[config.mk]
export PLATFORM = sky130hd
export DESIGN_NAME = multi_edge_detect
export DESIGN_NICKNAME = d
export VERILOG_FILES = /design/src/rtl/multi_edge_pkg.sv /design/src/rtl/edge_chan.sv /design/src/rtl/multi_edge_detect.sv
export SDC_FILE = /design/constraint.sdc
export NUM_CORES = 1
export LEC_CHECK = 0
export ABC_AREA = 1
export BUFFER_PORTS_ARGS = -buffer_cell sky130_fd_sc_hd__buf_2
export CORE_MARGIN = 2
export CORE_UTILIZATION = 50
export DETAILED_ROUTE_END_ITERATION = 7
export PLACE_DENSITY = 0.82
export SLEW_MARGIN = 20
export SYNTH_ARGS = -nofsm -noshare
export SYNTH_HDL_FRONTEND = slang
export SYNTH_HIERARCHICAL = 1
export SYNTH_SLANG_ARGS = --single-unit
[constraint.sdc]
create_clock -name clk -period 1 [get_ports clk]
set_input_delay 0.1 -clock clk [delete_from_list [all_inputs] [get_ports clk]]
set_output_delay 0.1 -clock clk [all_outputs]
set_load 0.1 [all_outputs]
[src/rtl/multi_edge_pkg.sv]
// Shared types and mode encodings for the multi-channel edge detector.
package multi_edge_pkg;

    typedef logic [1:0] edge_mode_t;

    localparam edge_mode_t MODE_OFF  = 2'b00;
    localparam edge_mode_t MODE_RISE = 2'b01;
    localparam edge_mode_t MODE_FALL = 2'b10;
    localparam edge_mode_t MODE_BOTH = 2'b11;

endpackage

[src/rtl/edge_chan.sv]
// One edge-detect channel: synchroniser, persistence filter, registered edge pulses
// and a sticky event flag.
module edge_chan
    import multi_edge_pkg::*;
#(
    parameter int SYNC_STAGES = 2,
    parameter int FILT_LEN    = 4
) (
    input  logic       clk,
    input  logic       rst,
    input  logic       a,
    input  edge_mode_t mode,
    input  logic       clr,
    output logic       level,
    output logic       rise,
    output logic       fall,
    output logic       evt,
    output logic       status
);

    localparam int CW = (FILT_LEN > 1) ? $clog2(FILT_LEN) : 1;
    localparam logic [CW-1:0] CNT_MAX = CW'(FILT_LEN - 1);

    logic [SYNC_STAGES-1:0] sync_q;
    logic [CW-1:0]          cnt_q;
    logic                   s;
    logic                   accept;
    logic                   evt_next;

    assign s      = sync_q[SYNC_STAGES-1];
    assign accept = (s != level) && (cnt_q == CNT_MAX);

    // Mode is taken live at the accept edge; there is no latched copy.
    assign evt_next = accept &&
                      (( s && (mode == MODE_RISE || mode == MODE_BOTH)) ||
                       (!s && (mode == MODE_FALL || mode == MODE_BOTH)));

    always_ff @(posedge clk) begin
        if (rst) begin
            sync_q <= '0;
            cnt_q  <= '0;
            level  <= 1'b0;
            rise   <= 1'b0;
            fall   <= 1'b0;
            evt    <= 1'b0;
            status <= 1'b0;
        end else begin
            sync_q <= {sync_q[SYNC_STAGES-2:0], a};
            if (s == level || accept) begin
                cnt_q <= '0;
            end else begin
                cnt_q <= cnt_q + 1'b1;
            end
            if (accept) begin
                level <= s;
            end
            rise   <= accept & s;
            fall   <= accept & ~s;
            evt    <= evt_next;
            status <= (status & ~clr) | evt_next;
        end
    end

endmodule

[src/rtl/multi_edge_detect.sv]
// Multi-channel filtered edge detector: one edge_chan per input plus a masked
// interrupt over the sticky status flags.
module multi_edge_detect
    import multi_edge_pkg::*;
#(
    parameter int WIDTH       = 8,
    parameter int SYNC_STAGES = 2,
    parameter int FILT_LEN    = 4
) (
    input  logic               clk,
    input  logic               rst,
    input  logic [WIDTH-1:0]   a_i,
    input  logic [2*WIDTH-1:0] mode_i,
    input  logic [WIDTH-1:0]   clr_i,
    input  logic [WIDTH-1:0]   irq_en_i,
    output logic [WIDTH-1:0]   level_o,
    output logic [WIDTH-1:0]   rise_o,
    output logic [WIDTH-1:0]   fall_o,
    output logic [WIDTH-1:0]   evt_o,
    output logic [WIDTH-1:0]   status_o,
    output logic               irq_o
);

    for (genvar c = 0; c < WIDTH; c++) begin : g_chan
        edge_chan #(
            .SYNC_STAGES(SYNC_STAGES),
            .FILT_LEN   (FILT_LEN)
        ) u_chan (
            .clk   (clk),
            .rst   (rst),
            .a     (a_i[c]),
            .mode  (edge_mode_t'(mode_i[2*c +: 2])),
            .clr   (clr_i[c]),
            .level (level_o[c]),
            .rise  (rise_o[c]),
            .fall  (fall_o[c]),
            .evt   (evt_o[c]),
            .status(status_o[c])
        );
    end

    assign irq_o = |(status_o & irq_en_i);

endmodule

**Word-level counts from Yosys, hierarchy flattened**

Cells that the tools add are included.
W data, S select, Z words.

- Register bits after elaboration: 72
- Input port bits: 42
- Output and inout bits: 41
- Word-level logic and storage cells: 242

- Add/subtract/negate cells: 8
- Equal/unequal tests: 48
- Bitwise gates (word level): 49
- Reductions and logical operators: 81

Operators by type and width:

| kind | count |
|---|---|
| $eq A2 B2 Y1 const B | 24 |
| $logic_and A1 B1 Y1 | 32 |
| $logic_or A1 B1 Y1 | 32 |
| $and A1 B1 Y1 | 24 |
| $add A2 B1 Y2 const B | 8 |
| $eq A2 B1 Y1 const B | 8 |
| $not A1 Y1 | 16 |
| $reduce_or A2 Y1 | 8 |
| $and A8 B8 Y8 | 1 |
| $eq A1 B1 Y1 | 8 |
| $logic_not A1 Y1 | 8 |
| $ne A1 B1 Y1 | 8 |
| $or A1 B1 Y1 | 8 |
| $reduce_or A8 Y1 | 1 |

**Longest topological paths before layout**

- Depth in word-level cells: 6
- Mapped depth: 5
- Depth with buffers taken out: 5

**Cells and area by module**

The synthesis kept the hierarchy.

By module, submodules not included:

| module | instances | cells each | area an instance (um2) | sequential area each (um2) |
|---|---|---|---|---|
| edge_chan | 8 | 38 | 317.8 | 180.2 |
| multi_edge_detect | 1 | 15 | 56.3 | 0.0 |

**Least setup slack after synthesis**

OpenSTA, ideal clock, no wires.

- Kind: register to output
- Start point: register g_chan[3].u_chan.status
- End point: output port irq_o
- Data arrival time: 1.826 ns
- Required time: 0.900 ns
- Setup slack: -0.926 ns
- Stages on the path, launching flop included: 5
- Path buffers: 0
- Cells stage by stage: dfxtp_1 -> nand2_1 -> nand2_1 -> nor2_1 -> nand2_1

- Word-level cells in the longest chain between the ends: 2

Ends and longest elaborated chain:

| what | line | source |
|---|---|---|
| start, declared | edge_chan.sv:18 | `output logic status` |
| start signal, assigned | edge_chan.sv:60 | `status <= (status & ~clr) \| evt_next;` |
| $and A8 B8 Y8 | multi_edge_detect.sv:42 | `assign irq_o = \|(status_o & irq_en_i);` |
| $reduce_or A8 Y1 | multi_edge_detect.sv:42 |  |
| end, declared | multi_edge_detect.sv:21 | `output logic irq_o` |

No other way between the ends.

**Final worst setup path**

- Start point: register g_chan[7].u_chan.status
- End point: output port irq_o

- Word-level cells in the longest chain between the ends: 2

Ends and longest elaborated chain:

| what | line |
|---|---|
| start, declared | edge_chan.sv:18 |
| start signal, assigned | edge_chan.sv:60 |
| $and A8 B8 Y8 | multi_edge_detect.sv:42 |
| $reduce_or A8 Y1 | multi_edge_detect.sv:42 |

No other way between the ends.

==> impl_results.md <==
* Slowest cell on the critical path: dfxtp_4
* Area of the mapped netlist at roughly 0.0026 mm2
* Post-Layout Cell Count at about 520
* Syn_nets at around 370
* Number of fill cells at 260
* EDFF count, synth at 0
* Largest area contributor in the netlist: dfxtp_1
* Dpl hpwl at ~4500 um
* Grt total ovfl at 0
* Top sig layer: met4
* DRC at 0
* GRT Total Usage at between 20% and 30%
* Area contributors post-synth: dfxtp_1 55%, inv_1 9.2%, nand2_1 8.8%, nor2_1 7.2%, ha_1 3.9%
* Initial antenna violation count at 0
* Antenna diodes at 0
* Fmax at 768 MHz
* Critical Path RT at 900 ps
* WL met1 at 2670 um
* Synth warnings at 6
* Clock-pin slew on the worst setup and hold paths at ~70 ps
* Multi-input logic area at 0.00103 mm2
* Status: complete, but fails checks
* Pwr Density at roughly 1200 mW/mm2
* CTS Sinks at 72
* RSZ-0062 raised after global routing: yes
* Ys flop type: dfxtp_1
* Layout cells sized above 1 at between 40% and 50%
* Post-synth top area share at 55.5%
* Routed WL at ~7000 um
* Final Cycle Share at 130%
* Seq. cell area at 0.00154 mm2
* DRT iter0 DRCs at 127
* Commonest cells in the synthesized netlist: 72 x dfxtp_1, 64 x inv_1, 61 x nand2_1
* First-pass GRT wire length at about 11000 um
* I/O Buffers at between 80 and 90
* Fin. Hold Viols at 0
* Latest clock arrival within the worst-skew pair at 350 ps
* Area of all placed cells without fillers at 0.00438 mm2
* Mean area per synthesized cell at approximately 8.1 um2
* Worst EP arrival at 1200 ps
* DR vias at 2450
* Die area at 0.00579 mm2
* Failing checks: setup timing
* Clock Skew at between 5 and 6 ps
* Core Area at 0.00507 mm2
* Unique masters post-synth at 12
* Root buffer cell: clkbuf_8
* Relative slew slack at 74.0%
* Most used cell, CP: nand2_2
* Maximum number of pins on one net before global-route repair at 17
* Final Power at 5.05 mW
* Routability cong. at 0.812
* Final setup viols at 9
* Post-synthesis sequential area ratio at 55.5%
* Via density at 4.72
* Util after Layout at between 80% and 90%
* CTS max path bufs at 2
* Met3 WL at 427 um
* Slew Limit Fails at 0
* Worst setup path category: reg -> out
* Crit path time final at roughly 1300 ps
* Site row count at 26
* Vias in the first global route at 2523
* Placed Instance Area at 0.00389 mm2
* Fin worst setup slack at -302 ps
* Slowest stage delay, CP at 350 ps
* Pleak at 2.03 nW
* CTS H-tree depth at 3
* Ys async rst share at 0%
* Met2 WL at 3520 um
* Worst-Margin Slew at about 400 ps
* Max Cap Viol at 0
* Peak supply drop at between 1 and 1.5 mV
* Die extent in y at ~76 um
* Reg2Reg Depth at 5
* CTS Buf Count at 9
* P&R area growth vs syn at 68.7%
* Die width at between 70 and 80 um
* ANT nets after route at 0
* Top-count cell post-synth: dfxtp_1
* Critical Path Fanout Max at 2
* NumNets Final at 495
* First-pass iteration count of the detailed router at 4
* Placed cells at around 480
* Crit path cell chain: nand2_2, nand2_2, nor2_4, nand2_4, buf_12
* Num ports at 83
* Synth Register Bits at between 70 and 80
* Place WS at -110 ps
* Syn Inst Count at 319
* Wire length per cell at 13.1 um
* CTS tree: done
* Worst hold path type: in -> reg
* Starting Density at slightly above 50%
* Startpoint types: flop
* WHS Path Cells at 3
* Crit. End Element: primary output
final timing paths:
path / from / endpoint / slack, ps
max: g_chan[7].u_chan/status / irq_o / -300
min: clr_i[5] / g_chan[5].u_chan/status / 10
max reg2reg: g_chan[4].u_chan/sync_q[1] / g_chan[4].u_chan/evt / 30
min reg2reg: g_chan[5].u_chan/sync_q[0] / g_chan[5].u_chan/sync_q[1] / 390
power by group:
part	switching, mW	internal (mW)	leakage (nW)
Clock	0.962	0.888	0.0745
Sequential	0.0318	2.87	0.612
Combinational	0.154	0.145	1.35
Total	1.15	3.90	2.03
layout make-up:
class                           count  share of cell area, %
Clock buffer                       14                   3.25
Sequential cell                    72                   35.1
Tap cell                           70                   2.00
Multi-Input combinational cell    183                   23.5
Inverter                           64                   5.54
Timing Repair Buffer              115                   30.5
Clock inverter                      1                  0.114
flip-flops by register name, summed over array words and instances, names as in the netlist:
signal,cells
g_chan.u_chan/rise,8
g_chan.u_chan/fall,8
g_chan.u_chan/evt,8
g_chan.u_chan/status,8
g_chan.u_chan/level,8
g_chan.u_chan/cnt_q,16
g_chan.u_chan/sync_q,16
repair_timing:
item	CTS	global route
hold buffers	9	0
gates cloned	0	0
resized for setup	17	42
setup buffers	6	8
pin swaps	4	14
setup endpoints to repair	14	38
hold endpoints to repair	9	0
cells in the final DEF, fill, tap and decap left out, types with 11 or more instances in the layout:
| cell | instances |
|---|---|
| nand2_1 | 50 |
| buf_12 | 41 |
| nand3_1 | 16 |
| inv_1 | 63 |
| buf_6 | 11 |
| dfxtp_2 | 30 |
| nand2_2 | 14 |
| buf_2 | 41 |
| nor2_1 | 48 |
| buf_4 | 13 |
| dfxtp_1 | 26 |
| dfxtp_4 | 16 |
per-layer routing:
layer	track usage, %	vias to the layer above
met5	0	-
met4	13.6	0
met3	7.82	23
met2	42.9	89
met1	23.2	1111
li1	-	1227
critical path, delay by kind of cell, from the launching register on:
| kind | cells | cell delay [ps] |
|---|---|---|
| buffers and inverters | 1 | 160 |
| and+or+nand+nor | 4 | 340 |
| DFF | 1 | 350 |
cells by family (layout without fill, tap and decap cells):
family	Yosys count	in the layout	share of synthesized area, %
buffers and inverters	64	194	9.24
flip-flops	72	72	55.5
AO/OA/AOI/OAI	16	16	3.08
AND/OR/NAND/NOR	159	159	28.4
adder cells (fa/ha/maj)	8	8	3.85
through the flow:
step                setup TNS [ps]  hold slack, ps
CTS                           -995            1.46
global route                 -1290            4.11
detailed placement            -124             305
floorplan                    -66.5             159
finish                        -787            12.4
global placement              -101             301
(Power assumes the default switching activity.)
